==> src/rtl/wb_spi_pkg.sv <==
// Shared register map, CTRL field positions and shift-engine state encoding
// for the Wishbone SPI master.
package wb_spi_pkg;

  localparam logic [1:0] REG_CTRL   = 2'd0;
  localparam logic [1:0] REG_STATUS = 2'd1;
  localparam logic [1:0] REG_TX     = 2'd2;
  localparam logic [1:0] REG_RX     = 2'd3;

  localparam int CTRL_CPOL    = 8;
  localparam int CTRL_CPHA    = 9;
  localparam int CTRL_SSM     = 10;
  localparam int CTRL_SS_LSB  = 11;
  localparam int CTRL_LEN_LSB = 19;

  typedef logic [1:0] spi_state_t;

  localparam spi_state_t ST_IDLE  = 2'd0;
  localparam spi_state_t ST_SETUP = 2'd1;
  localparam spi_state_t ST_XFER  = 2'd2;
  localparam spi_state_t ST_HOLD  = 2'd3;

  // Lengths at or beyond the datapath width fall back to a full-width word.
  function automatic logic [4:0] clamp_len(input logic [4:0] len, input int data_w);
    return ({1'b0, len} >= 6'(data_w)) ? 5'(data_w - 1) : len;
  endfunction

endpackage

==> src/rtl/spi_shift_engine.sv <==
// SPI bit engine: SCK divider, SETUP/XFER/HOLD sequencing, MOSI shift-out
// and MISO shift-in for all four CPOL/CPHA modes.
module spi_shift_engine
  import wb_spi_pkg::*;
#(
  parameter int DATA_W = 8,
  parameter int DIV_W  = 8
) (
  input  logic              clk,
  input  logic              rst,
  input  logic              start,
  input  logic [4:0]        len,
  input  logic              cpol,
  input  logic              cpha,
  input  logic [DIV_W-1:0]  div,
  input  logic [DATA_W-1:0] tx_data,
  input  logic              miso,
  output logic              busy,
  output logic              done,
  output logic [DATA_W-1:0] rx,
  output logic              sck,
  output logic              mosi,
  output logic              ss_active
);

  spi_state_t        state;
  logic [DIV_W-1:0]  cnt;
  logic [6:0]        edges;
  logic [DATA_W-1:0] tx_sh;
  logic [DATA_W-1:0] rx_sh;
  logic              sck_r;

  logic              tick;
  logic              leading;
  logic              sample_edge;
  logic              last_edge;
  logic [6:0]        edge_total;
  logic [4:0]        align_sh;
  logic [DATA_W-1:0] tx_aligned;

  assign tick        = (cnt == '0);
  assign leading     = ~edges[0];
  // cpha=0 samples on leading edges, cpha=1 on trailing edges.
  assign sample_edge = leading ^ cpha;
  assign edge_total  = {1'b0, len, 1'b0} + 7'd2;
  assign last_edge   = ((edges + 7'd1) == edge_total);
  assign align_sh    = 5'(DATA_W - 1) - len;
  assign tx_aligned  = tx_data << align_sh;

  assign busy      = (state != ST_IDLE);
  assign ss_active = busy;
  assign sck       = busy ? sck_r : cpol;
  assign rx        = rx_sh;

  always_ff @(posedge clk or negedge rst) begin
    if (!rst) begin
      state <= ST_IDLE;
      cnt   <= '0;
      edges <= '0;
      tx_sh <= '0;
      rx_sh <= '0;
      sck_r <= 1'b0;
      mosi  <= 1'b0;
      done  <= 1'b0;
    end else begin
      done <= 1'b0;
      case (state)
        ST_IDLE: begin
          if (start) begin
            state <= ST_SETUP;
            cnt   <= div;
            edges <= '0;
            rx_sh <= '0;
            sck_r <= cpol;
            // cpha=0 presents the MSB before the first edge; cpha=1 waits for it.
            if (!cpha) begin
              mosi  <= tx_aligned[DATA_W-1];
              tx_sh <= tx_aligned << 1;
            end else begin
              tx_sh <= tx_aligned;
            end
          end
        end
        ST_SETUP, ST_XFER: begin
          if (tick) begin
            cnt   <= div;
            sck_r <= ~sck_r;
            edges <= edges + 7'd1;
            if (sample_edge) rx_sh <= {rx_sh[DATA_W-2:0], miso};
            if (!sample_edge && !last_edge) begin
              mosi  <= tx_sh[DATA_W-1];
              tx_sh <= tx_sh << 1;
            end
            state <= last_edge ? ST_HOLD : ST_XFER;
          end else begin
            cnt <= cnt - DIV_W'(1);
          end
        end
        ST_HOLD: begin
          if (tick) begin
            state <= ST_IDLE;
            done  <= 1'b1;
          end else begin
            cnt <= cnt - DIV_W'(1);
          end
        end
        default: state <= ST_IDLE;
      endcase
    end
  end

endmodule

==> src/rtl/wb_spi_master.sv <==
// Wishbone register file for the SPI master: CTRL/STATUS/TX/RX registers,
// single-cycle-delayed ack and slave-select muxing around the shift engine.
module wb_spi_master
  import wb_spi_pkg::*;
#(
  parameter int DATA_W = 8,
  parameter int NUM_SS = 4,
  parameter int DIV_W  = 8
) (
  input  logic              clk,
  input  logic              rst,
  input  logic [31:0]       wb_addr,
  input  logic              wb_we,
  input  logic              wb_stb,
  input  logic              wb_cyc,
  input  logic [31:0]       wb_dout,
  output logic [31:0]       wb_din,
  output logic              wb_ack,
  output logic              spi_sck,
  output logic              spi_mosi,
  input  logic              spi_miso,
  output logic [NUM_SS-1:0] spi_ss
);

  logic [DIV_W-1:0]  div_q;
  logic              cpol_q;
  logic              cpha_q;
  logic              ssm_q;
  logic [7:0]        ss_sel_q;
  logic [4:0]        len_q;
  logic              wr_err_q;
  logic              rx_valid_q;
  logic [DATA_W-1:0] rx_data_q;

  logic              acc;
  logic              wr;
  logic              rd;
  logic [1:0]        addr;
  logic              start;
  logic              busy;
  logic              done;
  logic              eng_ss;
  logic [DATA_W-1:0] eng_rx;
  logic [31:0]       rdata;
  logic              unused_bits;

  assign acc   = wb_cyc & wb_stb & ~wb_ack;
  assign wr    = acc & wb_we;
  assign rd    = acc & ~wb_we;
  assign addr  = wb_addr[3:2];
  assign start = wr && (addr == REG_TX) && !busy;

  assign unused_bits = ^{wb_addr[31:4], wb_addr[1:0], wb_dout[31:24]};

  spi_shift_engine #(
    .DATA_W (DATA_W),
    .DIV_W  (DIV_W)
  ) u_engine (
    .clk       (clk),
    .rst       (rst),
    .start     (start),
    .len       (clamp_len(len_q, DATA_W)),
    .cpol      (cpol_q),
    .cpha      (cpha_q),
    .div       (div_q),
    .tx_data   (wb_dout[DATA_W-1:0]),
    .miso      (spi_miso),
    .busy      (busy),
    .done      (done),
    .rx        (eng_rx),
    .sck       (spi_sck),
    .mosi      (spi_mosi),
    .ss_active (eng_ss)
  );

  // Manual mode drives the selects continuously, even with the engine idle.
  always_comb begin
    spi_ss = '1;
    if (ssm_q || eng_ss) spi_ss = ~ss_sel_q[NUM_SS-1:0];
  end

  always_comb begin
    rdata = '0;
    case (addr)
      REG_CTRL: begin
        rdata[DIV_W-1:0]                = div_q;
        rdata[CTRL_CPOL]                = cpol_q;
        rdata[CTRL_CPHA]                = cpha_q;
        rdata[CTRL_SSM]                 = ssm_q;
        rdata[CTRL_SS_LSB +: 8]         = ss_sel_q;
        rdata[CTRL_LEN_LSB +: 5]        = len_q;
      end
      REG_STATUS: rdata[2:0]            = {wr_err_q, rx_valid_q, busy};
      REG_RX:     rdata[DATA_W-1:0]     = rx_data_q;
      default:    rdata                 = '0;
    endcase
  end

  always_ff @(posedge clk or negedge rst) begin
    if (!rst) begin
      wb_ack     <= 1'b0;
      wb_din     <= '0;
      div_q      <= '0;
      cpol_q     <= 1'b0;
      cpha_q     <= 1'b0;
      ssm_q      <= 1'b0;
      ss_sel_q   <= '0;
      len_q      <= 5'(DATA_W - 1);
      wr_err_q   <= 1'b0;
      rx_valid_q <= 1'b0;
      rx_data_q  <= '0;
    end else begin
      wb_ack <= acc;
      wb_din <= rd ? rdata : '0;

      if (wr && (addr == REG_CTRL) && !busy) begin
        div_q    <= wb_dout[DIV_W-1:0];
        cpol_q   <= wb_dout[CTRL_CPOL];
        cpha_q   <= wb_dout[CTRL_CPHA];
        ssm_q    <= wb_dout[CTRL_SSM];
        ss_sel_q <= wb_dout[CTRL_SS_LSB +: 8];
        len_q    <= wb_dout[CTRL_LEN_LSB +: 5];
      end

      if (wr && (addr == REG_TX) && busy) wr_err_q <= 1'b1;
      else if (wr && (addr == REG_STATUS) && wb_dout[2]) wr_err_q <= 1'b0;

      // A completing transfer wins over a coincident RXDATA read.
      if (done) begin
        rx_valid_q <= 1'b1;
        rx_data_q  <= eng_rx;
      end else if (rd && (addr == REG_RX)) begin
        rx_valid_q <= 1'b0;
      end
    end
  end

endmodule

==> config.mk <==
export PLATFORM = sky130hd
export DESIGN_NAME = wb_spi_master
export DESIGN_NICKNAME = d
export VERILOG_FILES = /design/src/rtl/wb_spi_pkg.sv /design/src/rtl/spi_shift_engine.sv /design/src/rtl/wb_spi_master.sv
export SDC_FILE = /design/constraint.sdc
export NUM_CORES = 1
export LEC_CHECK = 0
export ABC_CLOCK_PERIOD_IN_PS = 3000
export CAP_MARGIN = 20
export CELL_PAD_IN_SITES_DETAIL_PLACEMENT = 0
export CELL_PAD_IN_SITES_GLOBAL_PLACEMENT = 1
export CORE_MARGIN = 4
export CORE_UTILIZATION = 39
export DETAILED_ROUTE_END_ITERATION = 10
export PLACE_DENSITY = 0.82
export SKIP_CTS_REPAIR_TIMING = 1
export SLEW_MARGIN = 20
export SYNTH_ARGS = -nofsm -noshare
export SYNTH_HDL_FRONTEND = slang
export SYNTH_HIERARCHICAL = 1
export SYNTH_SLANG_ARGS = --single-unit
==> constraint.sdc <==
create_clock -name clk -period 3 [get_ports clk]
set_input_delay 0.6 -clock clk [delete_from_list [all_inputs] [get_ports clk]]
set_output_delay 0.6 -clock clk [all_outputs]
set_load 0.1 [all_outputs]
### Yosys cells after proc, flatten, opt, wreduce, memory -nomap -nowiden

Cells that the tools add are included.

| cells by class | value |
|---|---|
| equality and inequality tests | 14 |
| shift operators | 1 |
| add/sub/neg operators | 4 |
| reductions and logical operators | 27 |
| bitwise logic cells | 10 |
| multiplexer cells | 42 |
| $lt $le $gt $ge | 1 |

Operator list:

| operator | count |
|---|---|
| 8-bit 2-to-1 mux | 10 |
| 8-bit case mux with 2 select lines | 2 |
| 24-bit 2-to-1 mux | 1 |
| 8-bit case mux with 3 select lines | 1 |
| 16-bit 2-to-1 mux | 1 |
| 1-bit 2-to-1 mux | 14 |
| 7-bit 2-to-1 mux | 2 |
| 7-bit case mux with 2 select lines | 1 |
| 5-bit case mux with 2 select lines | 1 |
| 1-bit logical AND | 9 |
| 3-bit case mux with 3 select lines | 1 |
| 2-bit == test, second input constant | 4 |
| 8-bit logical NOT | 1 |
| 2-bit by 1-bit != test with 1-bit output, second input constant | 4 |
| 4-bit AND reduction | 2 |
| 2-bit nonzero test | 4 |
| 8-bit by 5-bit << shifter with 8-bit output | 1 |
| 8-bit by 1-bit subtractor with 8-bit output, second input constant | 1 |
| 6-bit by 2-bit adder with 7-bit output, second input constant | 1 |
| 7-bit by 1-bit adder with 7-bit output, second input constant | 1 |
| 7-bit == test | 1 |
| 2-bit 2-to-1 mux | 3 |
| 2-bit != test, second input constant | 3 |
| 2-bit case mux with 3 select lines | 1 |
| other kinds (17) | 29 |

| storage, ports and cells | value |
|---|---|
| bits in registers | 95 |
| bits of input ports | 70 |
| output and inout port bits | 39 |
| logic and storage cells | 118 |

### Logic depth before layout (Yosys ltp)

Gate-level depths: netlist of run 1.

| depth | value |
|---|---|
| depth after elaboration | 9 |
| depth in mapped cells | 10 |

### By module

The synthesis of run 1 kept the hierarchy.

By module, submodules not included:

| module | cells an instance | times used | sequential area each (um^2) | area an instance (um^2) |
|---|---|---|---|---|
| spi_shift_engine | 291 | 1 | 900.9 | 2,566.2 |
| wb_spi_master | 167 | 1 | 1,480.2 | 2,362.3 |

### Worst setup path before layout of run 1

Ideal clock, no wire load.

| timing path | value |
|---|---|
| kind | register -> output |
| start point | register u_engine.state[0] |
| end point | output port spi_ss[0] |
| stages on the path, launching flop included | 7 |
| data required time | 2.400 ns |
| path slack | -0.919 ns |
| arrival time | 3.319 ns |
| cell sequence | dfrtp_1 inv_1 ha_1 buf_2 clkinv_1 buf_4 o21ai_0 |

| on the way | value |
|---|---|
| longest elaborated chain between the ends | 3 |

Ends and longest elaborated chain:

| item | RTL line | text |
|---|---|---|
| start: declaration | spi_shift_engine.sv:26 | `spi_state_t state;` |
| start signal: assignment | spi_shift_engine.sv:94 | `state <= last_edge ? ST_HOLD : ST_XFER;` |
| 2-bit nonzero test | spi_shift_engine.sv:50 | `assign busy = (state != ST_IDLE);` |
| via busy | wb_spi_master.sv:40 | `logic busy;` |
| 1-bit logical OR | wb_spi_master.sv:79 | `if (ssm_q \|\| eng_ss) spi_ss = ~ss_sel_q[NUM_SS-1:0];` |
| 4-bit 2-to-1 mux | wb_spi_master.sv:79 |  |
| end: declaration | wb_spi_master.sv:22 | `output logic [NUM_SS-1:0] spi_ss` |

The timed path passes the listed nets, and every way through them passes these cells.

### Final worst setup path of run 1

| timing path | value |
|---|---|
| start point | register len_q[3] |
| end point | register u_engine.tx_sh[2] |

| on the way | value |
|---|---|
| longest elaborated chain between the ends | 8 |
| elaborated cells between the ends (all ways) | 13 |
| those cells by class | 2 x add/sub; 1 x order compare; 2 x eq/ne; 1 x shift; 4 x mux; 3 x reduce/logical |

Ends and longest elaborated chain:

| item | RTL line | text |
|---|---|---|
| start: declaration | wb_spi_master.sv:30 | `logic [4:0] len_q;` |
| start signal: assignment | wb_spi_master.sv:108 | `len_q <= 5'(DATA_W - 1);` |
| start signal: assignment | wb_spi_master.sv:122 | `len_q <= wb_dout[CTRL_LEN_LSB +: 5];` |
| 5-bit by 4-bit greater-or-equal comparator with 1-bit output | wb_spi_pkg.sv:25 | `return ({1'b0, len} >= 6'(data_w)) ? 5'(data_w - 1) : len;` |
| 5-bit 2-to-1 mux * | wb_spi_pkg.sv:25 |  |
| branches (longest 6 deep; another with 3-bit by 5-bit subtractor with 5-bit output) | - |  |
| end signal: assignment | spi_shift_engine.sv:78 | `tx_sh <= tx_aligned << 1;` |
| end signal: assignment | spi_shift_engine.sv:80 | `tx_sh <= tx_aligned;` |
| end signal: assignment | spi_shift_engine.sv:92 | `tx_sh <= tx_sh << 1;` |
| end: declaration | spi_shift_engine.sv:29 | `logic [DATA_W-1:0] tx_sh;` |

Every way passes the cells marked *. The select of a mux whose other input is x is not followed.
A chain may end at the register's enable or synchronous reset.

==> results.json, run 1 <==
{
  "layout_common_cells": "dfrtp_1 (92), nand2_1 (44), buf_4 (42), mux2_2 (32), nor2_1 (31)",
  "avgSynthCellArea_um2": 10.8,
  "critPathBufInv": 0,
  "cts.path.max_buffers": 2,
  "final_layout_size_suffix_gt1_share_pct": 22.4,
  "numClockSinks": 95,
  "via_per_inst": 5.26,
  "startpoint_type": "register",
  "tritoncts": "yes",
  "finalMaxSlewViolations": 0,
  "clock.fmax_ghz": 0.374,
  "hold_viol_final": 0,
  "fin_crit_ns": 2.67,
  "setup_viol": 0,
  "initial_utilization_pct": 40.4,
  "drv_cap": 0,
  "die_w_um": 120,
  "antenna_left": 0,
  "num-fill-cells": 1127,
  "sw_frac_of_total_pct": 43.5,
  "outcome": "finished, final reports clean",
  "fin_crit_sh_pct": 89.2,
  "vias": 3726,
  "synth-seq-area-share_pct": 48.3,
  "dpl.cell_count": 693,
  "pwr_density_cell_nw_per_um2": 970,
  "synth_ff_type": "dfrtp_1",
  "grt_pass1_wl_um": 19200,
  "die_area_um2": 14500,
  "syn_inst": 458,
  "clk_root_buffer_cell": "clkbuf_16",
  "crit_path_end_kind": "register",
  "ys_types": 65,
  "cts_buffers": 9,
  "place_congestion": 0.832,
  "synthToLayoutAreaGrowth_pct": 22.4,
  "dpl_worst_slack_ns": 0.188,
  "setup_ws_ns": 0.325,
  "ys_warn_count": 6,
  "htreeDepth": 3,
  "antenna_found_initial": 0,
  "combPwrFrac_pct": 49.7,
  "p_leak_nw": 2.71,
  "totalWireLength_um": 11500,
  "crit_path_cell_trace": "or3_1 > ha_1 > xor2_1 > xnor2_1 > nand3_1 > a211oi_2 > a31oi_4 > mux2_4",
  "drc_errors": 0,
  "intPower_mw": 3.31,
  "peakVddDrop_v": 0.000799,
  "gr-total-overflow": 0,
  "worst-slew-pin-transition_ns": 0.581,
  "first_global_vias": 3789,
  "nNetsFinal": 618,
  "drtIter0Drc": 237,
  "pwr-share-clk_pct": 18.0,
  "postLayoutCellArea_um2": 6030,
  "antenna_cells": 0,
  "clk_pin_slew_ns": 0.06,
  "worst_path_max_delay_cell": "or3_1",
  "fp.dieH_um": 120,
  "setup_tns_ns": 0,
  "io_pins": 109,
  "clk_latency_ns": 0.35,
  "dr.pass1.iters": 4,
  "ys_ff_latch": 95,
  "slew_headroom_pct": 61.3,
  "cp_slowest_stage_delay_ns": 0.42,
  "cp.arrival_ns": 2.91,
  "fin_worst_skew_ns": 0.00470,
  "rsz0062_at_grt": "false",
  "syn-cell-area_um2": 4930,
  "async_flop_share_pct": 100,
  "p_seq_share_pct": 32.2,
  "core_um2": 12200,
  "required_ns": 3.23,
  "cp_max_fo": 7,
  "holdCritPathClass": "in -> async",
  "mostFrequentLayoutCell": "dfrtp_1",
  "routedWlPerCell_um": 16.3,
  "synth_edf_count": 0,
  "path_class": "reg -> reg",
  "grt_max_degree": 52,
  "p_sw_mw": 2.54,
  "final_cells": 708,
  "dp_hpwl_um": 8350,
  "grt_util_all_layers_pct": 16.6,
  "post_dp_cell_area_um2": 5760,
  "io_buffers": 62,
  "rows": 40,
  "cp_top_family": "compound AO/OA/AOI/OAI gates"
}
## layer usage
layer / part of all wire [%] / GRT usage (%)
met5: 0 / 0
met4: 1.7 / 5.81
met3: 8.0 / 5.80
met2: 45 / 25.4
met1: 45 / 21.8
## worst register-to-register path, delay by kind of cell, from the launching register on
| family | cells | cell delay, ns |
|---|---|---|
| AOI/OAI and AO/OA | 2 | 0.60 |
| xor gates and xnor gates | 2 | 0.36 |
| adders and majority gates | 1 | 0.33 |
| DFF | 1 | 0.40 |
| muxes | 1 | 0.34 |
| and+or+nand+nor | 2 | 0.53 |
## cells by family (layout without fill, tap and decap cells)
kind of cell               after synthesis  count (layout)  synth area share, %
and+or+nand+nor                        143             143                 15.0
adders and majority gates               12              12                 3.05
muxes                                   56              56                 13.5
buffers and inverters                   42             109                 4.59
xor gates and xnor gates                14              14                 2.49
other                                    1              16               0.0761
DFF                                     95              95                 48.3
AOI/OAI and AO/OA                       95              95                 13.0
## metrics by stage
stage	hold slack [ns]	util (%)	total power, mW
floorplan	0.304	-	3.97
global placement	0.459	47.2	4.73
detailed placement	0.470	47.2	4.79
CTS	0.270	49.4	5.87
global route	0.289	49.4	6.21
finish	0.245	49.4	5.85
## registers in the layout, indices dropped and copies added, names as in the netlist
| register | flops |
|---|---|
| u_engine/tx_sh | 8 |
| u_engine/sck_r | 1 |
| cpha_q | 1 |
| u_engine/rx | 8 |
| u_engine/cnt | 8 |
| ssm_q | 1 |
| rx_data_q | 8 |
| u_engine/done | 1 |
| wb_din | 24 |
| ss_sel_q | 8 |
| div_q | 8 |
| len_q | 5 |
| u_engine/mosi | 1 |
| cpol_q | 1 |
| wr_err_q | 1 |
| wb_ack | 1 |
| u_engine/edges | 7 |
| u_engine/state | 2 |
| rx_valid_q | 1 |
## cell usage after synthesis, types with 3 or more instances
master | count | area (um2)
o21ai_2 | 4 | 35.0
a32oi_1 | 3 | 26.3
o21ai_0 | 31 | 155
o21ai_1 | 5 | 25.0
o31a_1 | 3 | 26.3
nor2_1 | 31 | 116
a21oi_1 | 15 | 75.1
mux2_4 | 5 | 75.1
buf_2 | 7 | 35.0
a22oi_1 | 10 | 75.1
dfstp_2 | 3 | 78.8
xnor2_1 | 7 | 61.3
nand4_1 | 5 | 31.3
and2_1 | 17 | 106
nand3_1 | 13 | 65.1
or3_1 | 5 | 31.3
a222oi_1 | 3 | 30.0
nand2b_1 | 5 | 31.3
mux2_2 | 32 | 360
clkbuf_1 | 6 | 22.5
dfrtp_1 | 92 | 2300
o221ai_1 | 3 | 26.3
ha_1 | 12 | 150
xor2_1 | 7 | 61.3
buf_6 | 3 | 33.8
nor3_1 | 6 | 30.0
buf_4 | 10 | 75.1
mux4_2 | 3 | 67.6
inv_1 | 14 | 52.6
nand2_1 | 44 | 165
mux2i_1 | 14 | 140
## path summary, 6_finish.rpt
check,from,to,slack [ns],depth (start not counted)
max in group asynchronous,rst,u_engine/mosi,2.08,2
min in group clk,ss_sel_q[5],wb_din[16],0.48,1
hold / removal,rst,wb_din[15],0.25,1
setup reg to reg,len_q[3],u_engine/tx_sh[2],0.33,8
hold reg to reg,ss_sel_q[5],wb_din[16],0.48,1
setup / recovery,len_q[3],u_engine/tx_sh[2],0.33,8
## power by group through the flow
stage	Sequential [mW]	Clock, mW	Combinational, mW
2_1_floorplan	1.85	0	2.12
3_3_place_gp	1.88	0	2.85
3_5_place_dp	1.90	0	2.89
4_1_cts	1.88	1.08	2.91
5_1_grt	1.93	1.13	3.15
6_report	1.89	1.05	2.91
## layout make-up
type / instances / area [um2] / area share [%]
clock inverters: 3 / 20.0 / 0.332
clock buffers: 12 / 246 / 4.09
inverters: 16 / 60.1 / 0.996
well taps: 168 / 210 / 3.49
multi-input cells: 336 / 2380 / 39.4
repair buffers: 78 / 736 / 12.2
flip-flops and latches: 95 / 2380 / 39.5
(Power assumes the default switching activity.)
==> run 2: changes to the inputs <==
--- a/config.mk
+++ b/config.mk
@@ -12,6 +12,7 @@
 export CORE_MARGIN = 4
 export CORE_UTILIZATION = 39
 export DETAILED_ROUTE_END_ITERATION = 10
+export HOLD_SLACK_MARGIN = 0.05
 export PLACE_DENSITY = 0.82
 export SKIP_CTS_REPAIR_TIMING = 1
 export SLEW_MARGIN = 20
==> results of run 2 <==
Same layout as run 1: the final DEF is identical, and so are final timing and power.
